$ cat config.mk
export PLATFORM = sky130hd
export DESIGN_NAME = control_sequencer
export DESIGN_NICKNAME = d
export VERILOG_FILES = /design/src/rtl/cpu_ctrl_pkg.sv /design/src/rtl/ctrl_decode.sv /design/src/rtl/control_sequencer.sv
export SDC_FILE = /design/constraint.sdc
export NUM_CORES = 1
export LEC_CHECK = 0
export ABC_AREA = 1
export CAP_MARGIN = 20
export CORE_AREA = 3 3 55 57
export DETAILED_ROUTE_END_ITERATION = 16
export DIE_AREA = 0 0 58 60
export PLACE_DENSITY_LB_ADDON = 0.1
export SKIP_LAST_GASP = 1
export SYNTH_ARGS = -nofsm -noshare
export SYNTH_HDL_FRONTEND = slang
export SYNTH_SLANG_ARGS = --single-unit
$ cat constraint.sdc
create_clock -name clock -period 2.14 [get_ports clock]
set_input_delay 0.214 -clock clock [delete_from_list [all_inputs] [get_ports clock]]
set_output_delay 0.214 -clock clock [all_outputs]
set_load 0.005 [all_outputs]
$ cat src/rtl/cpu_ctrl_pkg.sv
// Shared constants for the datapath control sequencer: opcodes, ALU codes,
// one-hot state encodings and the decoded-instruction struct.
package cpu_ctrl_pkg;

  localparam int OPCODE_W = 5;
  localparam int ALU_OP_W = 4;

  localparam logic [OPCODE_W-1:0] OP_LD   = 5'b00000;
  localparam logic [OPCODE_W-1:0] OP_ST   = 5'b00001;
  localparam logic [OPCODE_W-1:0] OP_ADD  = 5'b00011;
  localparam logic [OPCODE_W-1:0] OP_SUB  = 5'b00100;
  localparam logic [OPCODE_W-1:0] OP_AND  = 5'b00101;
  localparam logic [OPCODE_W-1:0] OP_OR   = 5'b00110;
  localparam logic [OPCODE_W-1:0] OP_SHR  = 5'b00111;
  localparam logic [OPCODE_W-1:0] OP_SHL  = 5'b01000;
  localparam logic [OPCODE_W-1:0] OP_ADDI = 5'b01100;
  localparam logic [OPCODE_W-1:0] OP_ANDI = 5'b01101;
  localparam logic [OPCODE_W-1:0] OP_ORI  = 5'b01110;
  localparam logic [OPCODE_W-1:0] OP_NOP  = 5'b11010;
  localparam logic [OPCODE_W-1:0] OP_HALT = 5'b11011;

  localparam logic [ALU_OP_W-1:0] ALU_ADD = 4'd0;
  localparam logic [ALU_OP_W-1:0] ALU_SUB = 4'd1;
  localparam logic [ALU_OP_W-1:0] ALU_AND = 4'd2;
  localparam logic [ALU_OP_W-1:0] ALU_OR  = 4'd3;
  localparam logic [ALU_OP_W-1:0] ALU_SHR = 4'd4;
  localparam logic [ALU_OP_W-1:0] ALU_SHL = 4'd5;

  typedef enum logic [9:0] {
    S_IDLE = 10'b00_0000_0001,
    S_T0   = 10'b00_0000_0010,
    S_T1   = 10'b00_0000_0100,
    S_T2   = 10'b00_0000_1000,
    S_T3   = 10'b00_0001_0000,
    S_T4   = 10'b00_0010_0000,
    S_T5   = 10'b00_0100_0000,
    S_T6   = 10'b00_1000_0000,
    S_T7   = 10'b01_0000_0000,
    S_HALT = 10'b10_0000_0000
  } state_t;

  typedef struct packed {
    logic                is_rtype;
    logic                is_imm;
    logic                is_ld;
    logic                is_st;
    logic                is_nop;
    logic                is_halt;
    logic                illegal;
    logic [ALU_OP_W-1:0] alu_op;
  } dec_t;

endpackage

$ cat src/rtl/ctrl_decode.sv
// Opcode classifier: instruction class flags plus the ALU function to use.
module ctrl_decode
  import cpu_ctrl_pkg::*;
(
  input  logic [OPCODE_W-1:0] opcode,
  output dec_t                dec
);

  // Pure table lookup; anything not listed is flagged illegal.
  always_comb begin
    dec        = '0;
    dec.alu_op = ALU_ADD;
    case (opcode)
      OP_LD:   dec.is_ld = 1'b1;
      OP_ST:   dec.is_st = 1'b1;
      OP_ADD:  dec.is_rtype = 1'b1;
      OP_SUB:  begin dec.is_rtype = 1'b1; dec.alu_op = ALU_SUB; end
      OP_AND:  begin dec.is_rtype = 1'b1; dec.alu_op = ALU_AND; end
      OP_OR:   begin dec.is_rtype = 1'b1; dec.alu_op = ALU_OR;  end
      OP_SHR:  begin dec.is_rtype = 1'b1; dec.alu_op = ALU_SHR; end
      OP_SHL:  begin dec.is_rtype = 1'b1; dec.alu_op = ALU_SHL; end
      OP_ADDI: dec.is_imm = 1'b1;
      OP_ANDI: begin dec.is_imm = 1'b1; dec.alu_op = ALU_AND; end
      OP_ORI:  begin dec.is_imm = 1'b1; dec.alu_op = ALU_OR;  end
      OP_NOP:  dec.is_nop = 1'b1;
      OP_HALT: dec.is_halt = 1'b1;
      default: dec.illegal = 1'b1;
    endcase
  end

endmodule

$ cat src/rtl/control_sequencer.sv
// Datapath control FSM: fetch (T0-T2) and execute (T3-T7) sequencing with
// Moore-decoded bus-source, load-enable, ALU and memory-strobe outputs.
// Every state drives at most one bus source.
module control_sequencer
  import cpu_ctrl_pkg::*;
#(
  parameter int OPW    = OPCODE_W,
  parameter int ALUOPW = ALU_OP_W
) (
  input  logic              clock,
  input  logic              clear_n,
  input  logic              run,
  input  logic [OPW-1:0]    ir_opcode,
  input  logic              mem_done,
  output logic              pc_out,
  output logic              zlow_out,
  output logic              mdr_out,
  output logic              r_out,
  output logic              ba_out,
  output logic              c_out,
  output logic              gra,
  output logic              grb,
  output logic              grc,
  output logic              pc_in,
  output logic              mar_in,
  output logic              mdr_in,
  output logic              ir_in,
  output logic              y_in,
  output logic              z_in,
  output logic              r_in,
  output logic              inc_pc,
  output logic              read,
  output logic              write,
  output logic [ALUOPW-1:0] alu_op,
  output logic              halted,
  output logic              illegal_op
);

  state_t state, nxt;
  dec_t   dec;
  logic   alu_like, mem_op;

  ctrl_decode u_dec (.opcode(ir_opcode), .dec(dec));

  assign alu_like = dec.is_rtype | dec.is_imm;
  assign mem_op   = dec.is_ld | dec.is_st;

  // State register; clear_n drops straight to IDLE, so outputs clear at once.
  always_ff @(posedge clock or negedge clear_n) begin
    if (!clear_n) state <= S_IDLE;
    else          state <= nxt;
  end

  // Next-state: memory waits hold in T1 (fetch), T6 (LD) and T7 (ST).
  always_comb begin
    nxt = state;
    unique case (state)
      S_IDLE: if (run) nxt = S_T0;
      S_T0:   nxt = S_T1;
      S_T1:   if (mem_done) nxt = S_T2;
      S_T2:   nxt = dec.is_nop ? S_T0 : (dec.is_halt ? S_HALT : S_T3);
      S_T3:   nxt = (alu_like | mem_op) ? S_T4 : S_T0;
      S_T4:   nxt = S_T5;
      S_T5:   nxt = mem_op ? S_T6 : S_T0;
      S_T6:   if (dec.is_st | mem_done) nxt = S_T7;
      S_T7:   if (dec.is_ld | mem_done) nxt = S_T0;
      S_HALT: nxt = S_HALT;
      default: nxt = S_IDLE;
    endcase
  end

  // Output decode from state and opcode only, so waits hold outputs steady.
  always_comb begin
    {pc_out, zlow_out, mdr_out, r_out, ba_out, c_out} = '0;
    {gra, grb, grc}                                   = '0;
    {pc_in, mar_in, mdr_in, ir_in, y_in, z_in, r_in}  = '0;
    {inc_pc, read, write, halted, illegal_op}         = '0;
    alu_op = ALU_ADD;
    unique case (state)
      S_T0: begin pc_out = 1'b1; mar_in = 1'b1; inc_pc = 1'b1; z_in = 1'b1; end
      S_T1: begin zlow_out = 1'b1; pc_in = 1'b1; read = 1'b1; mdr_in = 1'b1; end
      S_T2: begin mdr_out = 1'b1; ir_in = 1'b1; end
      S_T3: begin
        if (alu_like)    begin grb = 1'b1; r_out  = 1'b1; y_in = 1'b1; end
        else if (mem_op) begin grb = 1'b1; ba_out = 1'b1; y_in = 1'b1; end
        else             illegal_op = dec.illegal;
      end
      S_T4: begin
        z_in   = 1'b1;
        alu_op = dec.alu_op;
        if (dec.is_rtype) begin grc = 1'b1; r_out = 1'b1; end
        else              c_out = 1'b1;
      end
      S_T5: begin
        zlow_out = 1'b1;
        if (mem_op) mar_in = 1'b1;
        else        begin gra = 1'b1; r_in = 1'b1; end
      end
      S_T6: begin
        if (dec.is_ld)      begin read = 1'b1; mdr_in = 1'b1; end
        else if (dec.is_st) begin gra = 1'b1; r_out = 1'b1; mdr_in = 1'b1; end
      end
      S_T7: begin
        if (dec.is_ld)      begin mdr_out = 1'b1; gra = 1'b1; r_in = 1'b1; end
        else if (dec.is_st) write = 1'b1;
      end
      S_HALT: halted = 1'b1;
      default: ;
    endcase
  end

endmodule

Word-level counts from Yosys, hierarchy flattened
Index checks and enable logic that the tools add are counted.
- bitwise gates (word level): 5
- equality and inequality tests: 26
- reduce and logical (&&, ||, !) cells: 9
- multiplexer cells: 50
- operators by type and width (operator ; number):
    case mux 10 bit (10 select lines) ; 1
    2-to-1 mux 10 bit ; 6
    2-to-1 mux 1 bit ; 32
    equality test 5 x 3 -> 1 bit, second input constant ; 4
    equality test 5 x 4 -> 1 bit, second input constant ; 4
    case mux 3 bit (5 select lines) ; 1
    OR reduction 13 bit ; 1
    equality test 10 x 1 -> 1 bit, second input constant ; 1
    equality test 10 bit, second input constant ; 1
    equality test 10 x 2 -> 1 bit, second input constant ; 1
    equality test 10 x 3 -> 1 bit, second input constant ; 1
    equality test 10 x 4 -> 1 bit, second input constant ; 1
    equality test 10 x 5 -> 1 bit, second input constant ; 1
    equality test 10 x 6 -> 1 bit, second input constant ; 1
    equality test 10 x 7 -> 1 bit, second input constant ; 1
    equality test 10 x 8 -> 1 bit, second input constant ; 1
    equality test 10 x 9 -> 1 bit, second input constant ; 1
    equality test 5 bit, second input constant ; 2
    case mux 1 bit (2 select lines) ; 5
    2-to-1 mux 8 bit ; 1
    inequality test 2 bit, second input constant ; 4
    OR reduction 2 bit ; 4
    2-to-1 mux 6 bit ; 1
    case mux 1 bit (3 select lines) ; 2
    8 further kinds ; 12
- logic and storage cells: 91
- bits in registers: 10
- output and inout bits: 25

Longest topological paths before layout
- word-level depth: 7
- depth in mapped cells: 10

By module
A second synthesis with hierarchy kept.
- cells, all modules: 172
- area, all modules: 1021.0 um^2
- by module, submodules not included (module ; cells an instance ; area an instance (um^2) ; times used):
    control_sequencer ; 125 ; 804.5 ; 1
    ctrl_decode ; 47 ; 216.5 ; 1

Least setup slack after synthesis
No wires, ideal clock.
- path type: register to output
- from: register state[6]
- to: output port y_in
- data required time: 1.926 ns
- arrival time: 1.155 ns
- setup slack: 0.771 ns
- stages on the path, launching flop included: 9
- buffers on the path: 1
- path through: dfrtp_1 -> nor2_4 -> inv_1 -> nor2_1 -> nand2_2 -> inv_1 -> nand2_1 -> inv_1 -> buf_4
- word-level cells in the longest chain between the ends: 2
- RTL lines (element ; RTL line ; RTL):
    start: declaration ; control_sequencer.sv:39 ; state_t state, nxt;
    start signal: assignment ; control_sequencer.sv:51 ; else state <= nxt;
    equality test 10 x 5 -> 1 bit ; - ;
    2-to-1 mux 1 bit ; - ;
    end: declaration ; control_sequencer.sv:28 ; output logic y_in,
Every way passes these cells.

Final worst setup path
- from: register state[4]
- to: output port pc_in
- word-level cells in the longest chain between the ends: 2
- RTL lines (element ; RTL line ; RTL):
    equality test 10 x 3 -> 1 bit ; control_sequencer.sv:79 ; unique case (state)
    2-to-1 mux 1 bit ; control_sequencer.sv:79 ;
    end: declaration ; control_sequencer.sv:24 ; output logic pc_in,
Every way passes these cells.

==> qor.csv <==
metric,value,unit
outcome,finished clean,
synth_nets,186,
rr_worst_depth,11,
dp_hpwl,2.48,mm
rows,18,
routed_wl,3.25,mm
grtUsageTotal,18.5,%
fin_crit_sh,98.1,%
cts_buffer_depth,2,
regMostFlops,state,
numCtsBuffers,3,
wl_per_cell,12.1,microns
hold_viol_final,0,
grt_pass1_vias,1202,
io_pins,34,
cp_cell_sequence,"nor2_4, nand2_4, buf_4, nor2_2, nand2_2, inv_1, clkdlybuf4s50_1",
synthesis.area,0.00103,sq mm
power_density,545,mW/mm^2
finalSetupViolCount,0,
slowest_delay,0.50,ns
grt_pass1_wl,5.00,mm
syn_to_final_growth,65.6,%
gp_congestion,0.955,
clk_latency,0.28,ns
ys_async_sr_fraction,100,%
ys_warn_count,0,
grt_overflow,0,
dieArea,0.00348,sq mm
fin_worst_skew,0.00264,ns
slew_viol_final,0,
seq_area_frac_synth,24.5,%
rr_startpoint,state[4]$_DFFE_PN0P_,
io_buffer_count,32,
crit_path_top_delay_cell,clkdlybuf4s50_1,
syn_area_per_cell,5.81,sq um
whs,0.253,ns
layoutNonFillerInstCount,269,
fin_crit,2.10,ns
hp-class,primary input to async pin,
ys_ff_latch,10,
p_leak,1.16,nW
yosysTopAreaCellShare,21.9,%
synth_mux_area_share,0,%
die_height,60,microns
ir_drop,0.000405,V
yosys.area.top_type,dfrtp_1,
yosysUniqueCellTypes,21,
cts.clk_slew.worst_paths,0.07,ns
r2r_end,state[3]$_DFFE_PN0P_,
synth-xor-area-share,0,%
critical_path_arrival,1.89,ns
synthAdderAreaFrac,0,%
yosys-top-cells-area,"dfrtp_1 22%, nand2_1 18%, inv_1 11%",
vias,1312,
diodes,0,
initial_utilization,40.8,%
dr.pass1.iters,4,
dr.first_iter.drc_count,71,
cts_root_buf,clkbuf_4,
dp.cells,249,
antenna_found_initial,0,
path_class,register to primary output,
antenna_left,0,
cts_sinks,10,
synth_ff_type,dfrtp_1,
rrSetupSlack,0.50,ns
yosysMostFrequentCell,nand2_1,
cap_viol_max_count,0,
critPathMaxFanout,7,
fin_nets,249,
fill_cells,232,
top_regs,state (10),
grt_max_degree,11,
die_w,58,microns
vias_per_cell,4.88,
syn_inst,177,
yosys.area_share.simple,57.7,%
critPathLaunch,state[4]$_DFFE_PN0P_,
crit_path_start_kind,register,
clock.fmax,0.476,GHz
drc_errors,0,
synthTopCellsByCount,"48 x nand2_1, 30 x inv_1, 28 x nor2_1",
critPathCaptureType,primary output,
layout-drive-gt1-share,29.7,%
h-tree-depth,1,
synth_edf_count,0,
worstPathRequired,1.93,ns
synth_top_family_by_area,simple AND/OR/NAND/NOR gates,
core,0.00252,sq mm
largest_reg_flops,10,
cts_tree,built,
rsz0062_at_grt,yes,
synth_compound_area_share,2.92,%
cts_hold_buf,0,
[per-stage QoR]
stage	cell area, sq um	setup TNS, ns	worst slack [ns]	power, mW	utilization [%]
floorplan	1030	0	0.771	0.530	-
CTS	1560	-0.0181	-0.0181	0.853	62.0
finish	1700	0	0.0408	0.928	67.5
global placement	1460	-0.0375	-0.0161	0.666	57.9
detailed placement	1460	-0.185	-0.0601	0.674	57.9
global route	1700	-0.353	-0.0688	0.991	67.5
[worst max-delay path by stage]
stage,to
detailed placement,y_in
global route,y_in
finish,pc_in
CTS,r_out
global placement,grb
floorplan,y_in
[placed cells by master, fill, tap and decap left out]
cell type / Yosys / layout
nand3_1: 16 / 15
dfrtp_1: 9 / 9
nand3_2: 3 / 4
nand2_4: 1 / 4
dlygate4sd2_1: 0 / 2
dfstp_2: 1 / 1
o31ai_1: 1 / 1
nor2_2: 8 / 8
clkbuf_1: 0 / 1
nor3_2: 0 / 1
nor2_1: 28 / 23
inv_2: 4 / 6
conb_1: 1 / 1
nor3_1: 4 / 3
nand2_2: 7 / 7
nand3b_1: 1 / 1
nor2_4: 3 / 8
dlymetal6s2s_1: 0 / 11
clkdlybuf4s50_1: 0 / 19
a21oi_1: 1 / 1
nand4_1: 5 / 5
clkbuf_4: 0 / 3
inv_1: 30 / 28
o21ai_0: 2 / 2
buf_4: 3 / 29
nand2_1: 48 / 45
a211oi_1: 1 / 1
[routing by layer]
metal  global-route usage (%)  share of wire (%)  up-vias  routed length [microns]
met1                     21.7                 43      599                     1400
li1                         -                  -      661                        -
met3                     3.67                5.1        9                      165
met4                     9.27                2.3        0                       76
met2                     32.1                 49       43                     1610
met5                        0                  0        -                        0
[layout make-up]
type                            instances  area, sq um  area share [%]
Inverter                               34          128            7.49
Multi-Input combinational cell        130          697            40.9
Sequential cell                        10          251            14.8
Clock buffer                            4         26.3            1.54
Tap cell                               30         37.5            2.20
Timing Repair Buffer                   61          563            33.1
[repair_timing]
action | in CTS | in global routing
cloned | 0 | 0
pin swaps | 6 | 8
resized for setup | 11 | 22
setup buffers | 6 | 10
endpoints found under the setup margin | 12 | 19
[cells by family after synthesis]
| group | count (synthesis) |
|---|---|
| other | 1 |
| flip-flops | 10 |
| buffers and inverters | 37 |
| AND/OR/NAND/NOR | 124 |
| AO/OA/AOI/OAI | 5 |
[critical path: cells and delay by family, from the launching register on]
kind | cells | cell delay [ns]
DFF | 1 | 0.41
buffers and inverters | 3 | 0.72
and+or+nand+nor | 4 | 0.48
[power breakdown]
group	switching, mW	internal [mW]
Clock	0.0700	0.0724
Combinational	0.303	0.237
Sequential	0.0257	0.220
Total	0.398	0.529
Power figures use the tool's default switching activity.
==> variant 1: new RTL, same settings <==
`ALU_OP_W`: 4 -> 3.
--- a/src/rtl/cpu_ctrl_pkg.sv
+++ b/src/rtl/cpu_ctrl_pkg.sv
@@ -5,3 +5,3 @@
   localparam int OPCODE_W = 5;
-  localparam int ALU_OP_W = 4;
+  localparam int ALU_OP_W = 3;
 
Ports: changed (resized alu_op); port bits go from 34 to 33. No check against the original RTL was run, so the function may have changed too.
==> variant 1 against the original RTL <==
The flow now finishes with violations (setup timing); power decreased by 0.17%; highest routed layer unchanged; sequential cell count did not move; design area increased by 1.2%; critical path type unchanged; synthesized area shrank 1.1%; die area stayed put; clock skew increased by 0.0024 ns; setup slack got worse by 0.050 ns; wire length rose by 1.6%; via count up 0.30%.
==> variant 1: results (changes against the original RTL) <==
stage;metric;value;unit;change
clock_network;htree_levels;1;;unchanged
global_routing;grt_pass1_wl;5530;um;+10%
global_routing;grt_usage;0.207;;+0.0215
outcome;status;finished, violations left;;
pwr;ir_worst_vdd;0.535;mV;+32%
critical_path;crit_start;state[1]$_DFFE_PN0P_;;
layout;fill_cells;247;;+6.5%
clock_network;root_buffer;clkbuf_4;;
outcome;violations;setup timing;;
synthesis;synth_area_leaders;dfrtp_1 22%, nand2_1 18%, inv_1 11%;;
worst_hold_path;min_path_type;input pin to async pin;;
critical_path;reg2reg_slack;0.52;ns;+0.02 ns
drt;wl;3310;um;+1.6%
critical_path;critPathMaxFanout;5;;-2
synthesis;syn_nets;184;;-1.1%
clock_network;cts_buffers;3;;unchanged
synthesis;ys_seq_area_frac;0.247;;+0.00271
critical_path;timing.rr.start;state[1]$_DFFE_PN0P_;;
synthesis;synthTopCellsByCount;48 x nand2_1, 30 x inv_1, 28 x nor2_1;;
synthesis;avgSynthCellArea;5.81;um^2;about the same
sta;finalSetupViolCount;1;;+1
pwr;p_leak;0.00110;uW;-5.0%
sta;finalWorstSetupSlack;-0.00901;ns;-0.0498 ns
sta;skew;0.00507;ns;+0.00243 ns
layout;drive_gt1_frac;0.307;;+0.00998
synthesis;ys_types;20;;-4.8%
drt;avgViaCountPerCell;4.86;;-0.44%
clock_network;clk-insertion-delay-late;0.28;ns;about the same
critical_path;cp-endpoint;mar_in;;
place;dpl.hpwl;2500;um;+0.55%
drt;wl_per_cell;12.2;um;+0.88%
global_routing;grt_pass1_vias;1277;;+6.2%
layout;largestRegisters;state (10);;
layout;final_nets;251;;+0.80%
critical_path;arrival;1.94;ns;+0.05 ns
place;routabilityCongestion;0.922;;-3.5%
drt;drt_iter0_markers;66;;-7.0%
## variant 1: cell types whose count changed after synthesis, sizes merged
cell / delta
buf: -1
conb: -1
## variant 1: power by group
group	leakage (uW)	switching [uW]	internal (uW)
combinational	0.000952	294	245
sequential	0.000135	23.2	220
clock	0.0000150	71.2	72.4
total	0.00110	389	538
## variant 1: final cells by class
type | instances | share of cell area
Multi-Input combinational cell | 129 | 0.404
Timing Repair Buffer | 64 | 0.339
Sequential cell | 10 | 0.146
Inverter | 34 | 0.0741
Tap cell | 30 | 0.0218
Clock buffer | 4 | 0.0153
## variant 1: metal layers
| layer | vias to the layer above | global-route usage | routed length [um] |
|---|---|---|---|
| li1 | 669 | - | - |
| met1 | 597 | 0.269 | 1460 |
| met2 | 43 | 0.337 | 1600 |
| met3 | 7 | 0.0302 | 172 |
| met4 | 0 | 0.0960 | 74 |
| met5 | - | 0 | 0 |
## variant 1: worst max-delay path: stages (launching register included)
cell and delay (ns):
dfrtp_1 0.40, nor2_2 0.16, nand2_4 0.11, inv_1 0.10, nand3_2 0.10, inv_1 0.08, o21ai_0 0.13, nand2_1 0.09
clkdlybuf4s50_1 0.49
## variant 1: timing repair
item                                    in CTS  in global routing
pin swaps                                   10                  9
setup buffers                               12                  5
endpoints found under the setup margin      13                 20
hold endpoints to repair                     0                  0
resized for setup                           14                 18
## variant 1: metrics by stage
| stage | hold slack, ns | setup WS (ns) | instance area (um^2) | setup TNS, ns |
|---|---|---|---|---|
| after floorplan | -0.0816 | 0.771 | 1020 | 0 |
| after global placement | 0.537 | -0.0309 | 1470 | -0.0476 |
| after detailed placement | 0.535 | -0.0919 | 1470 | -0.224 |
| after CTS | 0.281 | -0.0430 | 1620 | -0.106 |
| after global routing | 0.291 | -0.143 | 1720 | -0.519 |
| final | 0.258 | -0.00901 | 1720 | -0.00901 |
## variant 1: how the worst min path moves through the flow
stage | to | slack (ns) | cells after the start
floorplan | state[1]$_DFFE_PN0P_ | -0.08 | 0
CTS | state[5]$_DFFE_PN0P_ | 0.28 | 1
global placement | state[7]$_DFFE_PN0P_ | 0.54 | 2
detailed placement | state[7]$_DFFE_PN0P_ | 0.53 | 2
global route | state[5]$_DFFE_PN0P_ | 0.29 | 1
finish | state[5]$_DFFE_PN0P_ | 0.26 | 1
## variant 1: logic make-up after synthesis
family,after synthesis,synth area share
flops,10,0.247
simple gates,124,0.583
buf+inv,36,0.140
compound gates,5,0.0295
==> variant 2: new RTL, same flow settings <==
Made on the original files. Register the inputs `run`, `ir_opcode` and `mem_done` before use, cleared by the reset. The logic sees them one clock later.
--- a/src/rtl/control_sequencer.sv
+++ b/src/rtl/control_sequencer.sv
@@ -38,2 +38,18 @@
 
+  logic run_q;
+  logic [OPW-1:0] ir_opcode_q;
+  logic mem_done_q;
+
+  always_ff @(posedge clock or negedge clear_n) begin
+    if (!clear_n) begin
+      run_q       <= '0;
+      ir_opcode_q <= '0;
+      mem_done_q  <= '0;
+    end else begin
+      run_q       <= run;
+      ir_opcode_q <= ir_opcode;
+      mem_done_q  <= mem_done;
+    end
+  end
+
   state_t state, nxt;
@@ -42,3 +58,3 @@
 
-  ctrl_decode u_dec (.opcode(ir_opcode), .dec(dec));
+  ctrl_decode u_dec (.opcode(ir_opcode_q), .dec(dec));
 
@@ -57,5 +73,5 @@
     unique case (state)
-      S_IDLE: if (run) nxt = S_T0;
+      S_IDLE: if (run_q) nxt = S_T0;
       S_T0:   nxt = S_T1;
-      S_T1:   if (mem_done) nxt = S_T2;
+      S_T1:   if (mem_done_q) nxt = S_T2;
       S_T2:   nxt = dec.is_nop ? S_T0 : (dec.is_halt ? S_HALT : S_T3);
@@ -64,4 +80,4 @@
       S_T5:   nxt = mem_op ? S_T6 : S_T0;
-      S_T6:   if (dec.is_st | mem_done) nxt = S_T7;
-      S_T7:   if (dec.is_ld | mem_done) nxt = S_T0;
+      S_T6:   if (dec.is_st | mem_done_q) nxt = S_T7;
+      S_T7:   if (dec.is_ld | mem_done_q) nxt = S_T0;
       S_HALT: nxt = S_HALT;
Formal check against the unedited RTL: not equivalent (a bounded check fails within 4 cycles, from zero or initial values).
==> variant 2 against the original RTL <==
The flow now finishes with violations (setup timing); combinational power shrank 6.3%; sequential cell count rose by 7; global-route usage grew 2.0 points; setup slack worse by 0.12 ns; critical path depth unchanged; critical endpoint is now r_out; synthesized area increased by 19%; wire length up 4.5%; non-clock buffer count fell by 13; design area grew 6.0%; largest cell class unchanged; power grew 17%.
==> variant 2: results (changes against the original RTL) <==
stage;metric;value;unit;change
outcome;status;finished, violations left;;
layout;drive_gt1_frac;0.332;;+0.0348
global_routing;grt_pass1_wl;5380;um;+7.5%
synthesis;netlist_instances;174;;-1.7%
pwr;ir_worst_vdd;0.544;mV;+34%
global_routing;grt_max_degree;18;;+7
synthesis;ys_seq_area_frac;0.348;;+0.104
place;dpl.hpwl;2480;um;-0.23%
critical_path;critical-path-top-delay-family;buffers and inverters;;
critical_path;timing.rr.end;state[2]$_DFFE_PN0P_;;
layout;fill_cells;208;;-10%
outcome;violations;setup timing;;
synthesis;ys_types;27;;+29%
layout;final_nets;233;;-6.4%
synthesis;synth_area_leaders;dfrtp_1 33%, nand2_1 12%, nor2_1 9.2%;;
drt;drt_iter0_markers;48;;-32%
sta;finalSetupViolCount;4;;+4
sta;skew;0.00309;ns;+0.000442 ns
worst_hold_path;min_path_type;input pin to flip-flop;;
sta;finalWorstSetupSlack;-0.0801;ns;-0.121 ns
critical_path;critPathMaxFanout;3;;-4
global_routing;grt_pass1_vias;1230;;+2.3%
layout;finalNonFillerCells;253;;-5.9%
layout;largestRegisters;state (10), ir_opcode_q (5);;
critical_path;arrival;2.01;ns;+0.12 ns
critical_path;criticalPathCategory;flip-flop to output pin;;
place;routabilityCongestion;0.862;;-9.8%
clock_network;clk-insertion-delay-late;0.31;ns;+0.03 ns
critical_path;reg2reg_slack;0.58;ns;+0.08 ns
synthesis;synthTopCellsByCount;38 x nand2_1, 30 x nor2_1, 28 x inv_1;;
pwr;p_leak;0.00104;uW;-10%
synthesis;syn_nets;183;;-1.6%
global_routing;grt_usage;0.205;;+0.0203
drt;firstDrtPassIters;5;;+1
drt;num_vias;1258;;-4.1%
place;place.detailed.instances;234;;-6.0%
drt;wl;3400;um;+4.5%
==> variant 2: how the worst min path moves through the flow <==
stage | startpoint | to | slack (ns) | cells after the start
after floorplan | clear_n | ir_opcode_q[0]$_DFF_PN0_ | -0.08 | 0
after global placement | run_q$_DFF_PN0_ | state[0]$_DFFE_PN1P_ | 0.42 | 1
final | ir_opcode[0] | ir_opcode_q[0]$_DFF_PN0_ | 0.33 | 1
after CTS | ir_opcode[0] | ir_opcode_q[0]$_DFF_PN0_ | 0.32 | 1
after detailed placement | run_q$_DFF_PN0_ | state[0]$_DFFE_PN1P_ | 0.43 | 1
after global routing | run | run_q$_DFF_PN0_ | 0.31 | 1
==> variant 2: cells by family (layout without fill, tap and decap cells) <==
group / count (synthesis) / count (layout) / synth area share
and+or+nand+nor: 116 / 116 / 0.505
AOI/OAI and AO/OA: 6 / 6 / 0.0286
buffers and inverters: 34 / 83 / 0.115
other: 1 / 1 / 0.00306
DFF: 17 / 17 / 0.348
==> variant 2: per-layer routing <==
| metal | track usage | up-vias | routed length [um] |
|---|---|---|---|
| li1 | - | 636 | - |
| met1 | 0.243 | 565 | 1390 |
| met2 | 0.365 | 51 | 1760 |
| met3 | 0.0454 | 6 | 206 |
| met4 | 0.0728 | 0 | 46 |
| met5 | 0 | - | 0 |
==> variant 2: timing repair <==
item | 4_1_cts | 5_1_grt
buffers inserted | 13 | 2
endpoints found under the hold margin | 0 | 0
setup endpoints to repair | 15 | 17
resized for setup | 19 | 26
pin swaps | 7 | 4
==> variant 2: final cells by class <==
type,count,area share
flip-flops and latches,17,0.238
clock buffers,3,0.0125
repair buffers,48,0.245
well taps,30,0.0208
multi-input cells,123,0.414
clock inverters,1,0.00416
inverters,31,0.0658
==> variant 2: report_power, final <==
group	leakage (uW)	internal, uW	switching (uW)
Sequential	0.000214	360	30.7
Clock	0.0000139	71.5	117
Combinational	0.000814	215	292
==> variant 2: stage by stage <==
stage	setup TNS, ns	total power, uW	instance area (um^2)	hold slack (ns)
6_report	-0.166	1090	1810	0.329
5_1_grt	-1.02	1170	1810	0.313
4_1_cts	-0.224	1040	1730	0.322
3_5_place_dp	0	793	1570	0.427
3_3_place_gp	0	781	1570	0.419
2_1_floorplan	0	663	1220	-0.0816
